$ cat src/rtl/tof_pll_pkg.sv
// Shared definitions for the ToF PLL serial writer and its init sequencer.
package tof_pll_pkg;

  localparam int WORD_BITS = 24;

  typedef enum logic [2:0] {
    IDLE,
    SHIFT_LO,
    SHIFT_HI,
    SETUP,
    LOAD,
    HOLD
  } state_t;

  // Power-up register words, sent in this order by the init sequencer.
  localparam logic [WORD_BITS-1:0] PLL_INIT_WORD0 = 24'h34002D;
  localparam logic [WORD_BITS-1:0] PLL_INIT_WORD1 = 24'h0481A4;
  localparam logic [WORD_BITS-1:0] PLL_INIT_WORD2 = 24'h002C0A;

endpackage

$ cat src/rtl/tof_pll_spi_writer.sv
// Shifts one 24-bit word MSB first into the PLL on pll_sclk_o/pll_sdin_o,
// then pulses pll_load_o to latch it.
module tof_pll_spi_writer
  import tof_pll_pkg::*;
#(
  parameter int CLKDIV      = 4,
  parameter int LOAD_CYCLES = 4
) (
  input  logic                 clk_i,
  input  logic                 rst_n_i,
  input  logic [WORD_BITS-1:0] word_i,
  input  logic                 valid_i,
  output logic                 ready_o,
  output logic                 done_o,
  output logic                 pll_sclk_o,
  output logic                 pll_sdin_o,
  output logic                 pll_load_o
);

  localparam logic [7:0] HALF_RELOAD = 8'(CLKDIV - 1);
  localparam logic [7:0] LOAD_RELOAD = 8'(LOAD_CYCLES - 1);
  localparam logic [4:0] LAST_BIT    = 5'(WORD_BITS - 1);

  state_t               state;
  logic [7:0]           phase_cnt;
  logic [4:0]           bit_cnt;
  logic [WORD_BITS-1:0] shift_reg;
  logic                 phase_end;

  assign phase_end = (phase_cnt == 8'd0);

  // The shift register MSB is the data pin; the final shift after the last
  // bit empties it, which gives the zero data required during SETUP.
  assign pll_sdin_o = shift_reg[WORD_BITS-1];

  always_ff @(posedge clk_i or negedge rst_n_i) begin
    if (!rst_n_i) begin
      state      <= IDLE;
      phase_cnt  <= 8'd0;
      bit_cnt    <= 5'd0;
      shift_reg  <= '0;
      ready_o    <= 1'b0;
      done_o     <= 1'b0;
      pll_sclk_o <= 1'b0;
      pll_load_o <= 1'b0;
    end else begin
      case (state)
        IDLE: begin
          if (valid_i && ready_o) begin
            shift_reg <= word_i;
            bit_cnt   <= LAST_BIT;
            phase_cnt <= HALF_RELOAD;
            ready_o   <= 1'b0;
            state     <= SHIFT_LO;
          end else begin
            ready_o <= 1'b1;
          end
        end

        SHIFT_LO: begin
          if (phase_end) begin
            pll_sclk_o <= 1'b1;
            phase_cnt  <= HALF_RELOAD;
            state      <= SHIFT_HI;
          end else begin
            phase_cnt <= phase_cnt - 8'd1;
          end
        end

        SHIFT_HI: begin
          if (phase_end) begin
            pll_sclk_o <= 1'b0;
            phase_cnt  <= HALF_RELOAD;
            shift_reg  <= {shift_reg[WORD_BITS-2:0], 1'b0};
            if (bit_cnt != 5'd0) begin
              bit_cnt <= bit_cnt - 5'd1;
              state   <= SHIFT_LO;
            end else begin
              state <= SETUP;
            end
          end else begin
            phase_cnt <= phase_cnt - 8'd1;
          end
        end

        SETUP: begin
          if (phase_end) begin
            pll_load_o <= 1'b1;
            phase_cnt  <= LOAD_RELOAD;
            state      <= LOAD;
          end else begin
            phase_cnt <= phase_cnt - 8'd1;
          end
        end

        LOAD: begin
          if (phase_end) begin
            pll_load_o <= 1'b0;
            phase_cnt  <= HALF_RELOAD;
            done_o     <= (HALF_RELOAD == 8'd0);
            state      <= HOLD;
          end else begin
            phase_cnt <= phase_cnt - 8'd1;
          end
        end

        HOLD: begin
          // done_o is raised one edge early so it is high in the final HOLD cycle.
          if (phase_end) begin
            done_o  <= 1'b0;
            ready_o <= 1'b1;
            state   <= IDLE;
          end else begin
            phase_cnt <= phase_cnt - 8'd1;
            done_o    <= (phase_cnt == 8'd1);
          end
        end

        default: begin
          state <= IDLE;
        end
      endcase
    end
  end

endmodule

$ cat config.mk
export PLATFORM = sky130hd
export DESIGN_NAME = tof_pll_spi_writer
export DESIGN_NICKNAME = d
export VERILOG_FILES = /design/src/rtl/tof_pll_pkg.sv /design/src/rtl/tof_pll_spi_writer.sv
export SDC_FILE = /design/constraint.sdc
export NUM_CORES = 1
export LEC_CHECK = 0
export BUFFER_PORTS_ARGS = -buffer_cell sky130_fd_sc_hd__buf_2
export CORE_ASPECT_RATIO = 1.25
export CORE_MARGIN = 3
export CORE_UTILIZATION = 57
export DETAILED_ROUTE_END_ITERATION = 8
export HOLD_SLACK_MARGIN = 0.15
export PLACE_DENSITY = 0.79
export SLEW_MARGIN = 40
export SYNTH_ARGS = -nofsm -noshare
export SYNTH_HDL_FRONTEND = slang
export SYNTH_SLANG_ARGS = --single-unit
$ cat constraint.sdc
create_clock -name clk_i -period 2 [get_ports clk_i]
set_input_delay 0.2 -clock clk_i [delete_from_list [all_inputs] [get_ports clk_i]]
set_output_delay 0.2 -clock clk_i [all_outputs]
set_load 0.02 [all_outputs]
==> Word level (Yosys, flattened, before mapping) <==
Cells that the tools add are included.
{ "word_totals": {"ff_bits": 44, "output_inout_bits": 5} }
{ "classes": {"addsub": 2, "n_eq_ne": 14, "n_mux": 27, "n_reduce_logical": 19} }
{ "op_table": {"columns": ["op", "count"], "rows": [
  ["two-way mux 24 bit", 2],
  ["case mux 24 bit (2 select lines)", 1],
  ["two-way mux 8 bit", 3],
  ["case mux 8 bit (3 select lines)", 1],
  ["two-way mux 3 bit", 6],
  ["case mux 3 bit (6 select lines)", 1],
  ["!= test 2 bit, second input constant", 8],
  ["two-way mux 5 bit", 3],
  ["AND reduction 3 bit", 4],
  ["case mux 5 bit (2 select lines)", 1],
  ["nonzero test 2 bit", 5],
  ["== test 8 x 1 -> 1 bit, second input constant", 1],
  ["zero test 8 bit", 1],
  ["case mux 1 bit (2 select lines)", 4],
  ["subtractor 8 x 1 -> 8 bit, second input constant", 1],
  ["== test 3 x 2 -> 1 bit, second input constant", 2],
  ["== test 3 bit, second input constant", 2],
  ["AND reduction 6 bit", 1],
  ["nonzero test 5 bit", 1],
  ["subtractor 5 x 1 -> 5 bit, second input constant", 1],
  ["two-way mux 1 bit", 4],
  ["AND reduction 2 bit", 2],
  ["AND reduction 4 bit", 1],
  ["OR reduction 4 bit", 1],
  ["other kinds (5)", 5]
]} }

==> Logic depth before layout (Yosys ltp) <==
Gate-level depths: netlist (run 1).
{ "depth": {"word_depth": 4, "depth_mapped": 8, "depth_no_buf": 6} }

==> Worst setup path after synthesis (run 1) <==
Ideal clock, no wire load.
{ "synth_path": {"path_type": "register to register", "startpoint": "reg phase_cnt[0]", "endpoint": "reg phase_cnt[2]", "setup_time_ns": 0.078, "t_arrival_ns": 1.763, "t_required_ns": 1.922, "setup_slack_ns": 0.160, "stages_incl_launch_ff": 8, "synth_period_minus_slack_ns": 1.840, "cell_sequence": "dfrtp_1 > inv_1 > ha_1 > nor3b_2 > and4_1 > buf_2 > or4_1 > a21oi_1"} }
{ "synth_between": {"elab_chain_len": 3, "elab_cells_between_ends": 7} }
{ "synth_lines": {"columns": ["item", "line_no", "source"], "rows": [
  ["from (decl)", "tof_pll_spi_writer.sv:25", "logic [7:0] phase_cnt;"],
  ["from (signal assigned)", "tof_pll_spi_writer.sv:66", "phase_cnt <= phase_cnt - 8'd1;"],
  ["from (signal assigned)", "tof_pll_spi_writer.sv:82", "phase_cnt <= phase_cnt - 8'd1;"],
  ["from (signal assigned)", "tof_pll_spi_writer.sv:92", "phase_cnt <= phase_cnt - 8'd1;"],
  ["subtractor 8 x 1 -> 8 bit / zero test 8 bit (equally long branches)", null, null],
  ["two-way mux 8 bit (tied with other cells)", "tof_pll_spi_writer.sv:109", "if (phase_end) begin"],
  ["case mux 8 bit (3 select lines) / AND reduction 3 bit (equally long branches)", null, null]
]} }
Several ways; a longest one is shown, not always the timed one. The select of a mux whose other input is x is not followed.
A chain may end at the register's enable or synchronous reset.

==> Worst setup path after layout (run 1) <==
{ "layout_path": {"startpoint": "reg phase_cnt[1]", "endpoint": "reg bit_cnt[3]"} }
{ "layout_between": {"elab_chain_len": 3} }
{ "layout_lines": {"columns": ["item", "line_no", "source"], "rows": [
  ["zero test 8 bit", "tof_pll_spi_writer.sv:30", "assign phase_end = (phase_cnt == 8'd0);"],
  ["!= test 2 bit (no source line)", null, null],
  ["AND reduction 4 bit (no source line)", null, null],
  ["to (signal assigned)", "tof_pll_spi_writer.sv:76", "bit_cnt <= bit_cnt - 5'd1;"],
  ["to (decl)", "tof_pll_spi_writer.sv:26", "logic [4:0] bit_cnt;"]
]} }
Every way passes these cells.

==> impl_metrics.csv, run 1 <==
group,metric,value,unit
yosys,synth_seq_area_share,0.470,
placement,dp.cells,318,
timing,fin_crit_sh,0.944,
yosys,netlist_area,0.00234,mm²
timing,setup_tns,0,ns
run_status,status,"completed",
timing,finalSetupViolCount,0,
drt,antenna_left,0,
placement,post_dp_cell_area,0.00262,mm²
setup_path,cp_slowest_stage_delay,0.54,ns
setup_path,cp-start-kind,"flip-flop",
final_layout,fin_cells,327,
final_layout,nets,304,
pwr,power.total,3.38,mW
clock_network,cts_tree,"yes",
placement,pre_cts_ws,0.0530,ns
setup_path,crit_buf_inv,1,
global_route,grt_usage,0.221,
timing,rsz0062_at_grt,"false",
drt,routedWlPerCell,15.2,µm
timing,max_freq,530,MHz
die,rows,25,
drt,vias_per_cell,5.87,
pwr,cellPowerDensity,1220,mW/mm²
drt,drt-total-wl,4980,µm
die,core-area,0.00388,mm²
placement,dp_hpwl,3300,µm
clock_network,clkLatencyLatePin,0.29,ns
setup_path,slowest_stage,"or4_1",
clock_network,cts_root_buffer,"clkbuf_8",
timing,skew,0.00269,ns
placement,place_congestion,0.865,
clock_network,clockBufferDepth,2,
final_layout,antenna_cells,0,
drt,drt_iter0_markers,133,
global_route,antenna_found_initial,0,
timing,worst_pin_slew,0.554,ns
global_route,grt_overflow,0,
timing,fin_crit,1.89,ns
global_route,grt_pass1_wl,8650,µm
clock_network,cts_setup_buffers,0,
yosys,ys.flop_type,"dfrtp_1",
min_path,hp-start,"word_i[0]",
yosys,synth-edff-count,0,
drt,drc_errors,0,
clock_network,numCtsBuffers,5,
setup_path,crit_family,"simple AND/OR/NAND/NOR gates",
drt,drtPass1Iterations,4,
setup_path,critPathLaunch,"phase_cnt[1]",
final_layout,synthToLayoutAreaGrowth,18.1,%
die,ios,32,
final_layout,drive_gt1_frac,0.231,
placement,numPortBuffers,31,
setup_path,r2r-start,"phase_cnt[1]",
setup_path,required,2.22,ns
final_layout,largest_register_ffs,24,
die,die_h,77.7,µm
yosys,yosysWarnings,0,
global_route,grt_pass1_vias,1828,
yosys,synth_seq_cells,44,
clock_network,clock-sinks,44,
final_layout,utilization,0.714,
timing,slew_violations,0,
setup_path,critical_path.endpoint_type,"flip-flop",
setup_path,criticalPathCategory,"flip-flop to flip-flop",
yosys,synthDistinctLibCells,44,
yosys,syn_inst,237,
die,initial_utilization,0.604,
run,maxCapViolCount,0,
clock_network,clk_pin_slew_worst_paths,0.08,ns
yosys,syn_avg_cell_area,9.89,µm²
final_layout,fin_area,0.00277,mm²
die,die_w,63.4,µm
clock_network,ctsHtreeMaxLevel,2,
min_path,hold_class,"input pin to flip-flop",
yosys,synthArstFlopShare,1.00,
timing,slew_headroom,0.631,
pwr,worst_ir_drop_vdd,706,µV
drt,vias,1918,
yosys,syn_nets,269,
setup_path,critical_path_arrival,2.11,ns
die,fp.dieArea,0.00492,mm²
timing,hold_ws,0.178,ns
pwr,leakage,1.20,nW
global_route,grt_max_degree,33,
timing,hold_viol,0,
timing,fin_ws,0.113,ns
setup_path,crit_fanout,5,
setup_path,path_cells,"inv_1, ha_1, nor3b_4, nand3_4, or4_1, a21oi_2",
area by class of cell:
class	instances	area (µm²)
multi-input combinational	168	1170
fill	329	1110
sequential	44	1100
timing repair buffer	45	288
clock buffer	6	72.6
tap	54	67.6
clock inverter	2	35.0
inverter	8	30.0
power by group:
group | switching, mW | internal [mW] | total, mW
combinational | 0.618 | 0.542 | 1.16
sequential | 0.306 | 1.25 | 1.56
clock | 0.290 | 0.371 | 0.661
total | 1.22 | 2.16 | 3.38
cell families after synthesis:
group	share of synthesized area
simple gates	0.201
compound gates	0.147
flops	0.470
mux	0.112
buf+inv	0.0438
fa+ha+maj	0.0267
worst reg2reg max path, cell delays in order, from the launching register on:
cell,delay (ns)
dfrtp_1,0.39
inv_1,0.13
ha_1,0.19
nor3b_4,0.32
nand3_4,0.10
or4_1,0.54
a21oi_2,0.16
metal layers:
| layer | vias to the layer above | global-route usage | wire length, µm |
|---|---|---|---|
| met2 | 40 | 0.343 | 2440 |
| met4 | 0 | 0.0929 | 110 |
| met5 | - | 0 | 0 |
| li1 | 943 | - | - |
| met3 | 11 | 0.0434 | 155 |
| met1 | 924 | 0.302 | 2270 |
cells in the mapped netlist (2+ instances only):
cell type	count	area, µm²
nor3_1	3	15.0
o21ai_1	2	10.0
a21oi_1	12	60.1
mux2i_1	25	250
a41oi_1	2	17.5
nor4b_1	2	17.5
buf_2	4	20.0
clkbuf_1	12	45.0
inv_1	8	30.0
nand3_1	30	150
o31ai_1	4	30.0
nand2b_1	2	12.5
nor3b_1	2	15.0
dfrtp_1	44	1100
nand2_1	7	26.3
nand3b_1	3	22.5
or3_1	4	25.0
and4_1	2	17.5
nor2_1	10	37.5
or4_1	5	37.5
o21ai_0	27	135
ha_1	5	62.6
what timing repair did:
action	4_1_cts	5_1_grt
hold endpoints to repair	22	0
gates resized for setup	0	10
hold buffers	1	0
setup endpoints to repair	0	36
layout by cell type (no fill, tap or decap), types with 7 or more instances in the layout:
cell type / n
nand2_1: 7
o21ai_0: 27
buf_4: 11
a21oi_1: 11
dfrtp_1: 44
nand3_1: 30
mux2i_1: 25
nor2_1: 10
buf_2: 31
inv_1: 8
worst paths after layout:
kind | end | slack (ns) | depth (start not counted)
worst max-delay path | bit_cnt[3] | 0.11 | 6
worst min-delay path | shift_reg[0] | 0.18 | 3
worst max register to register | bit_cnt[3] | 0.11 | 6
worst min register to register | bit_cnt[0] | 0.49 | 1
max in group asynchronous | shift_reg[14] | 1.07 | 3
min in group asynchronous | pll_load_o | 0.42 | 2
Note: power is estimated with default switching activity, not from simulation.
==> run 2, diff against run 1 <==
CAP_MARGIN = 20   (was default)
PLACE_DENSITY = 0.77   (was 0.79)
==> run 2 against run 1 <==
Against the previous run:
- fmax up 1.4%
- die area did not move
- sequential share of layout area is 0.55 points higher
- design area down 1.4%
- core utilization shrank 0.97 points
- critical path depth is 1 higher
- global-route usage increased by 0.099 points
- hold slack got worse by 0.0072 ns
- total power down 4.0%
- combinational power about the same
==> impl_metrics.csv, run 2 (same netlist as run 1, synthesis figures left out) <==
group,metric,value,unit
timing,slew_violations,0,
drt,routedWlPerCell,15.3,µm
timing,worst_pin_slew,0.518,ns
drt,drt-total-wl,5030,µm
die,initial_utilization,0.604,
clock_network,numCtsBuffers,5,
setup_path,slowest_stage,"or4_1",
setup_path,cp-start-kind,"flip-flop",
placement,place_congestion,0.863,
die,fp.dieArea,0.00492,mm²
placement,numPortBuffers,31,
timing,max_freq,538,MHz
die,die_h,77.7,µm
placement,dp_hpwl,3490,µm
drt,drt_iter0_markers,119,
drt,vias_per_cell,5.92,
setup_path,cp_slowest_stage_delay,0.51,ns
run,maxCapViolCount,0,
final_layout,largest_register_ffs,24,
die,rows,25,
setup_path,criticalPathCategory,"flip-flop to flip-flop",
final_layout,drive_gt1_frac,0.230,
final_layout,final_cell_mix,"dfrtp_1, buf_2, nand3_1",
pwr,cellPowerDensity,1190,mW/mm²
clock_network,ctsHtreeMaxLevel,2,
global_route,grt_pass1_wl,8780,µm
setup_path,path_cells,"inv_2, ha_1, nor3b_4, buf_6, nand3_4, or4_1, a21oi_1",
global_route,grt_max_degree,33,
clock_network,clock-sinks,44,
drt,drc_errors,0,
timing,fin_crit,1.86,ns
final_layout,synthToLayoutAreaGrowth,16.5,%
global_route,grt_usage,0.222,
setup_path,critical_path_arrival,2.09,ns
clock_network,clk_pin_slew_worst_paths,0.09,ns
min_path,hold_class,"input pin to flip-flop",
final_layout,final_common_cell,"dfrtp_1",
timing,hold_ws,0.171,ns
drt,drtPass1Iterations,4,
drt,vias,1941,
timing,finalSetupViolCount,0,
clock_network,cts_root_buffer,"clkbuf_8",
setup_path,required,2.23,ns
die,die_w,63.4,µm
clock_network,cts_setup_buffers,0,
timing,fin_crit_sh,0.930,
clock_network,clockBufferDepth,2,
run_status,status,"completed",
die,ios,32,
global_route,antenna_found_initial,0,
timing,rsz0062_at_grt,"false",
setup_path,crit_fanout,5,
global_route,grt_pass1_vias,1983,
drt,antenna_left,0,
pwr,leakage,1.18,nW
setup_path,critical_path.endpoint_type,"flip-flop",
die,core-area,0.00388,mm²
timing,skew,0.00954,ns
pwr,worst_ir_drop_vdd,619,µV
setup_path,crit_family,"simple AND/OR/NAND/NOR gates",
timing,hold_viol,0,
final_layout,nets,306,
setup_path,crit_buf_inv,2,
final_layout,antenna_cells,0,
timing,setup_tns,0,ns
global_route,grt_overflow,0,
timing,slew_headroom,0.652,
clock_network,cts_tree,"yes",
clock_network,clkLatencyLatePin,0.30,ns
## run 2: changes by cell type in the layout (fill, tap and decap cells not counted), sizes merged
| cell | change |
|---|---|
| clkbuf | -1 |
| clkinvlp | +1 |
| buf | +2 |
| bufinv | -1 |
## run 2: timing repair
item	CTS	global route
endpoints found under the setup margin	0	35
hold buffers	1	0
hold endpoints to repair	21	0
resized for setup	0	10
## run 2: cell type report
class                      count  area (µm²)
timing repair buffer          47         294
clock buffer                   5        68.8
inverter                       8        30.0
multi-input combinational    168        1160
clock inverter                 2        12.5
fill                         310        1150
sequential                    44        1100
tap                           54        67.6
## run 2: worst paths after layout
check,start,endpoint,slack [ns],cells after the start
worst max-delay path,phase_cnt[0],bit_cnt[3],0.14,7
worst min-delay path,word_i[0],shift_reg[0],0.17,3
worst max register to register,phase_cnt[0],bit_cnt[3],0.14,7
worst min register to register,shift_reg[5],shift_reg[5],0.51,2
max in group asynchronous,rst_n_i,ready_o,1.03,3
min in group asynchronous,rst_n_i,shift_reg[22],0.41,2
## run 2: through the flow
step	area, µm²	power, mW	setup slack (ns)	cells	util
after floorplan	2340	2.30	0.160	237	-
after global placement	2620	2.63	0.136	320	0.676
after detailed placement	2620	2.69	0.0782	320	0.676
after CTS	2720	3.23	0.0357	328	0.700
after global routing	2730	3.51	0.0169	328	0.704
final	2730	3.24	0.140	328	0.704
## run 2: worst register-to-register path, stage by stage (launching register included)
cell     delay [ns]
dfrtp_1        0.41
inv_2          0.08
ha_1           0.18
nor3b_4        0.24
buf_6          0.16
nand3_4        0.07
or4_1          0.51
a21oi_1        0.15
## run 2: per-layer routing
layer,part of all wire,GRT usage,wire (µm)
met1,0.44,0.263,2200
met2,0.51,0.396,2570
met3,0.036,0.0362,179
met4,0.016,0.0886,78
met5,0,0,0
## run 2: report_power, final
group / switching [mW] / total, mW / internal, mW
clock: 0.299 / 0.535 / 0.237
combinational: 0.600 / 1.15 / 0.545
sequential: 0.311 / 1.56 / 1.25
==> run 3, diff against run 2 <==
CORE_MARGIN = 2   (was 3)
CORE_UTILIZATION = 51   (was 57)
PLACE_DENSITY = 0.73   (was 0.77)
clock period = 1.6 ns   (was 2 ns; I/O delays follow)
==> run 3 against run 2 <==
Against the previous run:
- the flow now finishes with violations (setup timing)
- count of clock-buffer cells in the layout rose by 1
- sequential power rose by 21%
- design area rose by 21%
- core utilization rose by 4.1 points
- critical path type unchanged
- cell count rose by 14%
- non-clock buffer count rose by 41
- total power rose by 58%
- wire length rose by 23%
- die area rose by 4.8%
==> impl_metrics.csv, run 3 (same netlist as run 1, synthesis figures left out) <==
group,metric,value,unit
setup_path,critical_path_arrival,2.01,ns
pwr,switching_share,0.359,
die,die_w,64.6,µm
drt,vias,2154,
drt,drc_errors,0,
timing,slew_headroom,0.796,
pwr,power_frac_comb,0.452,
setup_path,crit_family,"simple AND/OR/NAND/NOR gates",
die,core-area,0.00443,mm²
setup_path,required,1.83,ns
drt,drt-total-wl,6180,µm
timing,fin_crit,1.79,ns
final_layout,final_cell_mix,"dfrtp_1, buf_4, buf_2",
die,ios,32,
clock_network,clkLatencyLatePin,0.30,ns
final_layout,n_fill_cell,320,
setup_path,cp-start-kind,"flip-flop",
timing,hold_viol,0,
pwr,cellPowerDensity,1550,mW/mm²
pwr,power.switching,1.84,mW
setup_path,crit_fanout,4,
global_route,grt_usage,0.245,
setup_path,path_cells,"inv_2, ha_4, nor3b_4, buf_6, nand3_4, or4_4, a21oi_2",
final_layout,fin_cells,374,
final_layout,final_common_cell,"dfrtp_1",
die,fp.dieArea,0.00516,mm²
pwr,power_frac_clock,0.179,
drt,routedWlPerCell,16.5,µm
clock_network,clock-sinks,44,
final_layout,multi_input_area,0.00128,mm²
timing,max_freq,559,MHz
final_layout,regArea,0.00110,mm²
setup_path,slowest_stage,"or4_4",
placement,place_congestion,0.825,
timing,hold_ws,0.145,ns
run,maxCapViolCount,0,
timing,rsz0062_at_grt,"true",
clock_network,ctsHtreeMaxLevel,2,
final_layout,drive_gt1_frac,0.373,
clock_network,clk_pin_slew_worst_paths,0.10,ns
setup_path,cp_slowest_stage_delay,0.42,ns
global_route,grt_overflow,0,
timing,fin_ws,-0.189,ns
die,die_h,79.8,µm
placement,numPortBuffers,31,
setup_path,crit_buf_inv,2,
pwr,worst_ir_drop_vdd,1010,µV
final_layout,nets,347,
global_route,grt_pass1_vias,2107,
timing,fin_crit_sh,1.12,
global_route,antenna_found_initial,0,
global_route,grt_max_degree,45,
pwr,seqPwrFrac,0.369,
run_status,violations,"setup timing",
clock_network,numCtsBuffers,5,
timing,worst_pin_slew,0.304,ns
run_status,status,"complete, but fails checks",
drt,vias_per_cell,5.76,
placement,dp.cells,350,
pwr,intPower,3.28,mW
timing,skew,0.0138,ns
clock_network,cts_tree,"yes",
drt,drt_iter0_markers,143,
setup_path,critical_path.endpoint_type,"flip-flop",
placement,pre_cts_ws,-0.139,ns
pwr,leakage,1.45,nW
placement,dp_hpwl,3740,µm
die,rows,27,
timing,slew_violations,0,
drt,drtPass1Iterations,4,
timing,finalSetupViolCount,39,
drt,antenna_left,0,
setup_path,criticalPathCategory,"flip-flop to flip-flop",
min_path,hold_class,"input pin to flip-flop",
timing,setup_tns,-3.44,ns
pwr,power.total,5.12,mW
final_layout,synthToLayoutAreaGrowth,40.7,%
die,initial_utilization,0.530,
clock_network,cts_root_buffer,"clkbuf_8",
final_layout,largest_register_ffs,24,
clock_network,clockBufferDepth,2,
final_layout,antenna_cells,0,
global_route,grt_pass1_wl,9790,µm
[run 3: power groups by stage]
stage,clock network [mW],logic (mW),registers (mW)
final,0.918,2.31,1.89
after global routing,0.971,2.52,1.95
after CTS,0.928,2.02,1.88
after detailed placement,0,1.92,1.89
after global placement,0,1.85,1.87
after floorplan,0,1.06,1.90
[run 3: stage by stage]
| stage | cell area, µm² | util |
|---|---|---|
| 6_report | 3300 | 0.745 |
| 5_1_grt | 3300 | 0.745 |
| 4_1_cts | 3160 | 0.715 |
| 3_5_place_dp | 2900 | 0.656 |
| 3_3_place_gp | 2900 | 0.656 |
| 2_1_floorplan | 2400 | - |
[run 3: worst paths after layout]
path	end	start	cells after the start	slack, ns
setup / recovery	bit_cnt[3]	phase_cnt[1]	7	-0.19
hold / removal	shift_reg[13]	word_i[13]	3	0.14
setup reg to reg	bit_cnt[3]	phase_cnt[1]	7	-0.19
hold reg to reg	shift_reg[0]	shift_reg[0]	2	0.51
max in group asynchronous	phase_cnt[2]	rst_n_i	3	1.02
min in group asynchronous	state[2]	rst_n_i	3	0.36
[run 3: cell type report]
type                    count  area share
clock buffers               6      0.0250
flip-flops and latches     44       0.334
repair buffers             88       0.209
inverters                   8     0.00911
well taps                  58      0.0220
multi-input cells         168       0.389
clock inverters             2      0.0118
[run 3: what timing repair did]
action,in CTS,in global routing
resized for setup,13,20
hold endpoints to repair,51,0
endpoints found under the setup margin,41,42
buffers inserted,2,6
hold buffers,8,0
pin swaps,1,7
[run 3: worst register-to-register path: stages (launching register included)]
cell	delay (ns)
dfrtp_1	0.41
inv_2	0.10
ha_4	0.14
nor3b_4	0.25
buf_6	0.17
nand3_4	0.08
or4_4	0.42
a21oi_2	0.15
[run 3: per-layer routing]
metal	wire, µm	share of wire	GRT usage
met1	2630	0.43	0.317
met2	3270	0.53	0.425
met3	206	0.033	0.0409
met4	72	0.012	0.0638
met5	0	0	0
